File: src/rtl/mem_bank_pkg.sv
// mem_bank_pkg: sequencer state type and address-width helper for mem_bank
package mem_bank_pkg;
  typedef enum logic {IDLE, CLEAR} state_t;
  function automatic int addr_w(input int depth);
    return depth > 2 ? $clog2(depth) : 1;
  endfunction
endpackage

File: src/rtl/mem_bank.sv
// mem_bank: WIDTH x DEPTH bank, clock/reset, clear->busy zeroing sequence, wr_en/wr_addr/wr_data write port, rd_en/rd_addr -> rd_data/rd_valid registered read with bypass
module mem_bank
  import mem_bank_pkg::*;
#(
  parameter int WIDTH = 8,
  parameter int DEPTH = 4,
  localparam int ADDR_W = addr_w(DEPTH)
) (
  input  logic              clock,
  input  logic              reset,
  input  logic              clear,
  input  logic              wr_en,
  input  logic [ADDR_W-1:0] wr_addr,
  input  logic [WIDTH-1:0]  wr_data,
  input  logic              rd_en,
  input  logic [ADDR_W-1:0] rd_addr,
  output logic [WIDTH-1:0]  rd_data,
  output logic              rd_valid,
  output logic              busy
);
  localparam logic [ADDR_W:0] SIZE = (ADDR_W + 1)'(DEPTH);
  localparam logic [ADDR_W-1:0] LAST = ADDR_W'(DEPTH - 1);
  state_t state, state_nx;
  logic [ADDR_W-1:0] clr_ptr;
  logic [WIDTH-1:0] mem [0:DEPTH-1];
  logic idle, wr_ok, rd_ok, rd_in;
  always_comb begin
    idle = state == IDLE && !clear;
    wr_ok = idle && wr_en && {1'b0, wr_addr} < SIZE;
    rd_ok = idle && rd_en;
    rd_in = {1'b0, rd_addr} < SIZE;
    state_nx = state == CLEAR ? (clr_ptr == LAST ? IDLE : CLEAR) : (clear ? CLEAR : IDLE);
  end
  always_ff @(posedge clock) begin
    state <= reset ? CLEAR : state_nx;
    clr_ptr <= !reset && state == CLEAR ? clr_ptr + 1'b1 : '0;
    rd_valid <= !reset && rd_ok;
    rd_data <= reset ? '0 : rd_ok ? (rd_in ? (wr_ok && wr_addr == rd_addr ? wr_data : mem[rd_addr]) : '0) : rd_data;
  end
  always_ff @(posedge clock)
    if (!reset) begin
      if (state == CLEAR) mem[clr_ptr] <= '0;
      else if (wr_ok) mem[wr_addr] <= wr_data;
    end
  assign busy = state == CLEAR;
endmodule

File: config.mk
export PLATFORM = sky130hd
export DESIGN_NAME = mem_bank
export DESIGN_NICKNAME = d
export VERILOG_FILES = /design/src/rtl/mem_bank_pkg.sv /design/src/rtl/mem_bank.sv
export SDC_FILE = /design/constraint.sdc
export NUM_CORES = 1
export LEC_CHECK = 0
export ABC_CLOCK_PERIOD_IN_PS = 2370
export BUFFER_PORTS_ARGS = -buffer_cell sky130_fd_sc_hd__buf_2
export CAP_MARGIN = 5
export CORE_MARGIN = 4
export CORE_UTILIZATION = 56
export DETAILED_ROUTE_END_ITERATION = 16
export PLACE_DENSITY_LB_ADDON = 0.2
export SLEW_MARGIN = 5
export SYNTH_ARGS = -nofsm -noshare
export SYNTH_HDL_FRONTEND = slang
export SYNTH_SLANG_ARGS = --single-unit
File: constraint.sdc
create_clock -name clock -period 2.37 [get_ports clock]
set_input_delay 0.3555 -clock clock [delete_from_list [all_inputs] [get_ports clock]]
set_output_delay 0.3555 -clock clock [all_outputs]
set_load 0.03 [all_outputs]
# Word level (Yosys, flattened, before mapping)
# Memory sizes are Yosys's and may differ from the RTL's. A register that Yosys moved wholly into a read port is not among the register bits.
# Cells that the tools add are included.
# classes
n_addsub	1
mux	13
n_shift	0
div	0
multipliers	0
n_eq_ne	1
n_reduce_logical	8
n_bitwise	1
magnitude_cmp	0
# ops
cell	n
$mux 1	11
$mux 8	1
$reduce_or 8->1	1
$logic_and 1x1->1	5
$add 2x1->2 const B	1
$eq 2x2->1 const B	1
$logic_not 1->1	2
$mux 2	1
$not 1->1	1
# totals
rom_bits	0
memories	1
ramBits	32
reg_bits	4
latch_bits	0
# mem_list
name	words	word_bits	rd	rd_clocked_by_memory_dff	write_ports	line_no	text
mem	4	8	1	1	1	mem_bank.sv:25	logic [WIDTH-1:0] mem [0:DEPTH-1];

# Logic depth before layout (Yosys ltp)
# logic_depth
depth_word	9
depth_mapped	7
ltp_nobuf	5

# Worst setup path before layout
# Ideal clock, no wire load.
# synth_timing
path_kind	reg-to-reg
from	register state, in the netlist busy
to	memory mem[3][0] (enable)
synth_period_minus_slack_ns	2.213
arrival_ns	1.838
stages_incl_launch_ff	6
path_buffers	2
setup_slack_ns	0.157
setup_time_ns	0.375
cell_sequence	dfxtp_1 -> buf_6 -> nor4b_4 -> clkbuf_1 -> nand3_1 -> a21oi_1
# synth_between
elab_chain_len	9
# synth_rtl
item	line_no	text
from (decl)	mem_bank.sv:23	state_t state, state_nx;
from (signal assigned)	mem_bank.sv:35	state <= reset ? CLEAR : state_nx;
$not 1->1	mem_bank.sv:28	idle = state == IDLE && !clear;
$logic_and 1x1->1	mem_bank.sv:28	
$logic_and 1x1->1	mem_bank.sv:29	wr_ok = idle && wr_en && {1'b0, wr_addr} < SIZE;
$mux 1	mem_bank.sv:43	else if (wr_ok) mem[wr_addr] <= wr_data;
$mux 1	mem_bank.sv:42	if (state == CLEAR) mem[clr_ptr] <= '0;
$mux 1	mem_bank.sv:41	if (!reset) begin
$mux 1 (not written as such)	mem_bank.sv:43	
$reduce_or 8->1 (no source line)	-	
$mux 2 (no source line) / $mux 1 (equally long branches)	-	
to (decl)	mem_bank.sv:25	
# Parallel ways exist; a longest one is shown, timed or not.

# Final worst setup path
# layout_timing
from	register state, in the netlist busy
to	register rd_data[5] (read register of mem)
# layout_between
elab_chain_len	3
# layout_rtl
item	line_no	text
$not 1->1	mem_bank.sv:28	
$logic_and 1x1->1	mem_bank.sv:28	
$logic_and 1x1->1	mem_bank.sv:30	rd_ok = idle && rd_en;
to (decl)	mem_bank.sv:17	output logic [WIDTH-1:0] rd_data,
# No other way between the ends.
# A chain may end at the register's enable or synchronous reset.

==> qor.txt <==
GRT Overall Usage -> 20.2%
Reg-to-reg setup timing slack -> 190 ps
Chip width -> 66.9 um
Max Fclk -> 0.459 GHz
Post-CTS sizing -> 0
Fill count -> 263
Syn. warnings -> 0
RSZ-0062 raised after global routing -> false
CTS tree -> built
Setup Crit Path Kind -> flip-flop to flip-flop
EDFF count, synth -> 32
Synth top cells by count -> edfxtp_1 (32), dfxtp_1 (12), nand2_1 (10), o211ai_1 (10), and2_1 (9)
Worst VDD drop -> 0.509 mV
Vias per cell -> 6.06
Clock skew -> 9.96 ps
Io pins -> 27
Clk Tree Root Cell -> clkbuf_4
Setup violations, final -> 0
Crit path max fanout -> 16
Vias in the first global route -> 1261
WP data required -> 2660 ps
Distinct cell type count after synthesis -> 28
Reg2reg start -> busy
Most area-consuming cells after synthesis -> edfxtp_1 (49%), dfxtp_1 (12%), mux4_2 (9.3%)
Post-Route WL -> 4040 um
Min-Delay Endpoint -> clr_ptr[0]
Synth Flop Type -> edfxtp_1
Post-synth top area share -> 49.5%
Max-slew violation count -> 0
Port Buffers -> 26
CP startpoint kind -> flip-flop
Die area -> 0.00448 mm2
Clk sink count -> 44
Die Span Y -> 66.9 um
GP Congestion -> 0.856
Post-Syn Nets -> 153
Final min period -> 2180 ps
Reg2reg path depth -> 7
Final hold vios -> 0
CP cell instances -> nor4b_4 > buf_4 > mux2i_1 > mux2i_4 > buf_12 > nand4_1 > o211ai_1
Hold path depth -> 2
Final ANT Viol Nets -> 0
Max Buffers Root-to-Sink -> 2
Leakage power -> 0.803 nW
Status -> complete, no violations
Antenna violations before repair -> 0
Hold path start -> reset
CP endpoint kind -> flip-flop
CTS H-tree lvls -> 2
Dpl hpwl -> 2820 um
Most numerous cell in the Yosys netlist -> edfxtp_1
Core ar. -> 0.00334 mm2
Register bit total from synthesis -> 44
Mapped Cells -> 135
Largest stage delay, worst path -> 470 ps
Cell row count -> 21
Inserted Clock Buffers -> 5
Power density cells -> 623 mW/mm2
Sequential area share after synthesis -> 61.8%
Initial cell density of the core -> 58.2%
Slew HR -> 40.3%
RR Endpoint -> rd_data[5]
DR vias -> 1296
Initial DRC count -> 93
Hold WC Path Type -> input port to flip-flop
WL per Instance -> 18.9 um
Async SR Flop Fraction -> 0%
Global-route wire length before repair -> 6330 um
Post-layout util -> 66.1%
Share of cells above drive strength 1 -> 30.4%
Max Cap Viol -> 0
ANT cells -> 0
Layout area overhead -> 13.5%
Worst EP arrival -> 2460 ps
Drc violations -> 0
Largest net degree at the start of global routing -> 26
Synthesized area -> 0.00194 mm2
Worst-Margin Slew -> 892 ps
Drt first pass iters -> 4
Final period util -> 91.9%
Total power -> 0.00137 W
Total gr overflow -> 0
Crit-path slowest cell -> nor4b_4
Fin nets -> 185
Area leader, netlist -> edfxtp_1
Syn avg cell area -> 14.4 um2
Worst-skew pair later-pin latency -> 360 ps
Clk slew on worst S/H paths -> 130 ps
[cell type report]
cell class | instances | area, um2 | area share (%)
clock buffer | 6 | 41.3 | 1.87
tap | 46 | 57.6 | 2.61
timing repair buffer | 33 | 195 | 8.85
multi-input combinational | 79 | 682 | 30.9
clock inverter | 2 | 12.5 | 0.568
sequential | 44 | 1200 | 54.5
inverter | 4 | 15.0 | 0.681
[cells in the final DEF, fill, tap and decap left out]
cell	count
and2_1	9
clkbuf_1	1
o211ai_1	10
xnor2_2	1
nor3b_1	4
xor2_1	1
mux4_2	8
a31oi_1	3
nor3_1	1
edfxtp_1	32
clkbuf_4	5
nor2_1	4
nand2_1	10
buf_2	26
nor2b_1	1
inv_1	4
nand3b_1	1
buf_12	1
clkinv_2	1
nand3_1	1
a32oi_1	8
mux2i_4	1
clkinvlp_4	1
mux2i_1	2
and3_1	1
nor4b_4	1
nand4_1	8
o21ai_0	2
buf_4	6
ha_1	1
dfxtp_1	12
a21oi_1	1
[state kept, by name, indices dropped and copies added, names as in the netlist]
name	cells
rd_data	8
clr_ptr	2
rd_valid	1
mem	32
busy	1
[metrics by stage]
step / hold WS (ps) / instances / TNS, ps / setup slack, ps / instance area [um2]
5_1_grt: 242 / 214 / 0 / 48.1 / 2200
3_5_place_dp: 488 / 205 / -203 / -59.9 / 2130
4_1_cts: 223 / 213 / 0 / 67.7 / 2180
6_report: 236 / 214 / 0 / 192 / 2200
3_3_place_gp: 476 / 205 / 0 / 142 / 2130
2_1_floorplan: 432 / 135 / 0 / 157 / 1940
[repair_timing]
action / CTS / global route
endpoints found under the setup margin: 0 / 8
buffers inserted: 0 / 1
hold buffers: 0 / 0
[critical path: cells and delay by family (launching register included)]
kind            cells  cell delay, ps
mux                 2             650
simple gates        2             580
buf+inv             2             400
flops               1             370
compound gates      1             120
[worst max-delay path by stage]
stage / cells past startpoint / slack [ps] / start / endpoint
floorplan: 5 / 160 / busy / mem[3][0]
global placement: 7 / 140 / reset / rd_data[4]
detailed placement: 7 / -60 / reset / rd_data[5]
CTS: 6 / 70 / busy / rd_data[5]
global route: 7 / 50 / busy / rd_data[6]
finish: 7 / 190 / busy / rd_data[5]
[routing by layer]
metal / GRT usage [%] / routed length (um) / up-vias
met4: 6.33 / 37 / 0
met5: 0 / 0 / -
li1: - / - / 599
met3: 5.90 / 225 / 4
met2: 33.9 / 2110 / 38
met1: 24.9 / 1660 / 655
[cell families (layout without fill, tap and decap cells)]
logic type	after synthesis	in the layout	share of synthesized area, %
AOI/OAI and AO/OA	24	24	9.21
xor gates and xnor gates	2	2	1.29
adders and majority gates	1	1	0.644
buffers and inverters	12	45	3.09
DFF	44	44	61.8
muxes	11	11	11.5
and+or+nand+nor	41	41	12.5
[power breakdown]
group | switching (W) | internal, W
Sequential | 0.0000131 | 0.000849
Clock | 0.000236 | 0.000115
Combinational | 0.0000947 | 0.0000659
Total | 0.000344 | 0.00103
Note: power is estimated with default switching activity, not from simulation.
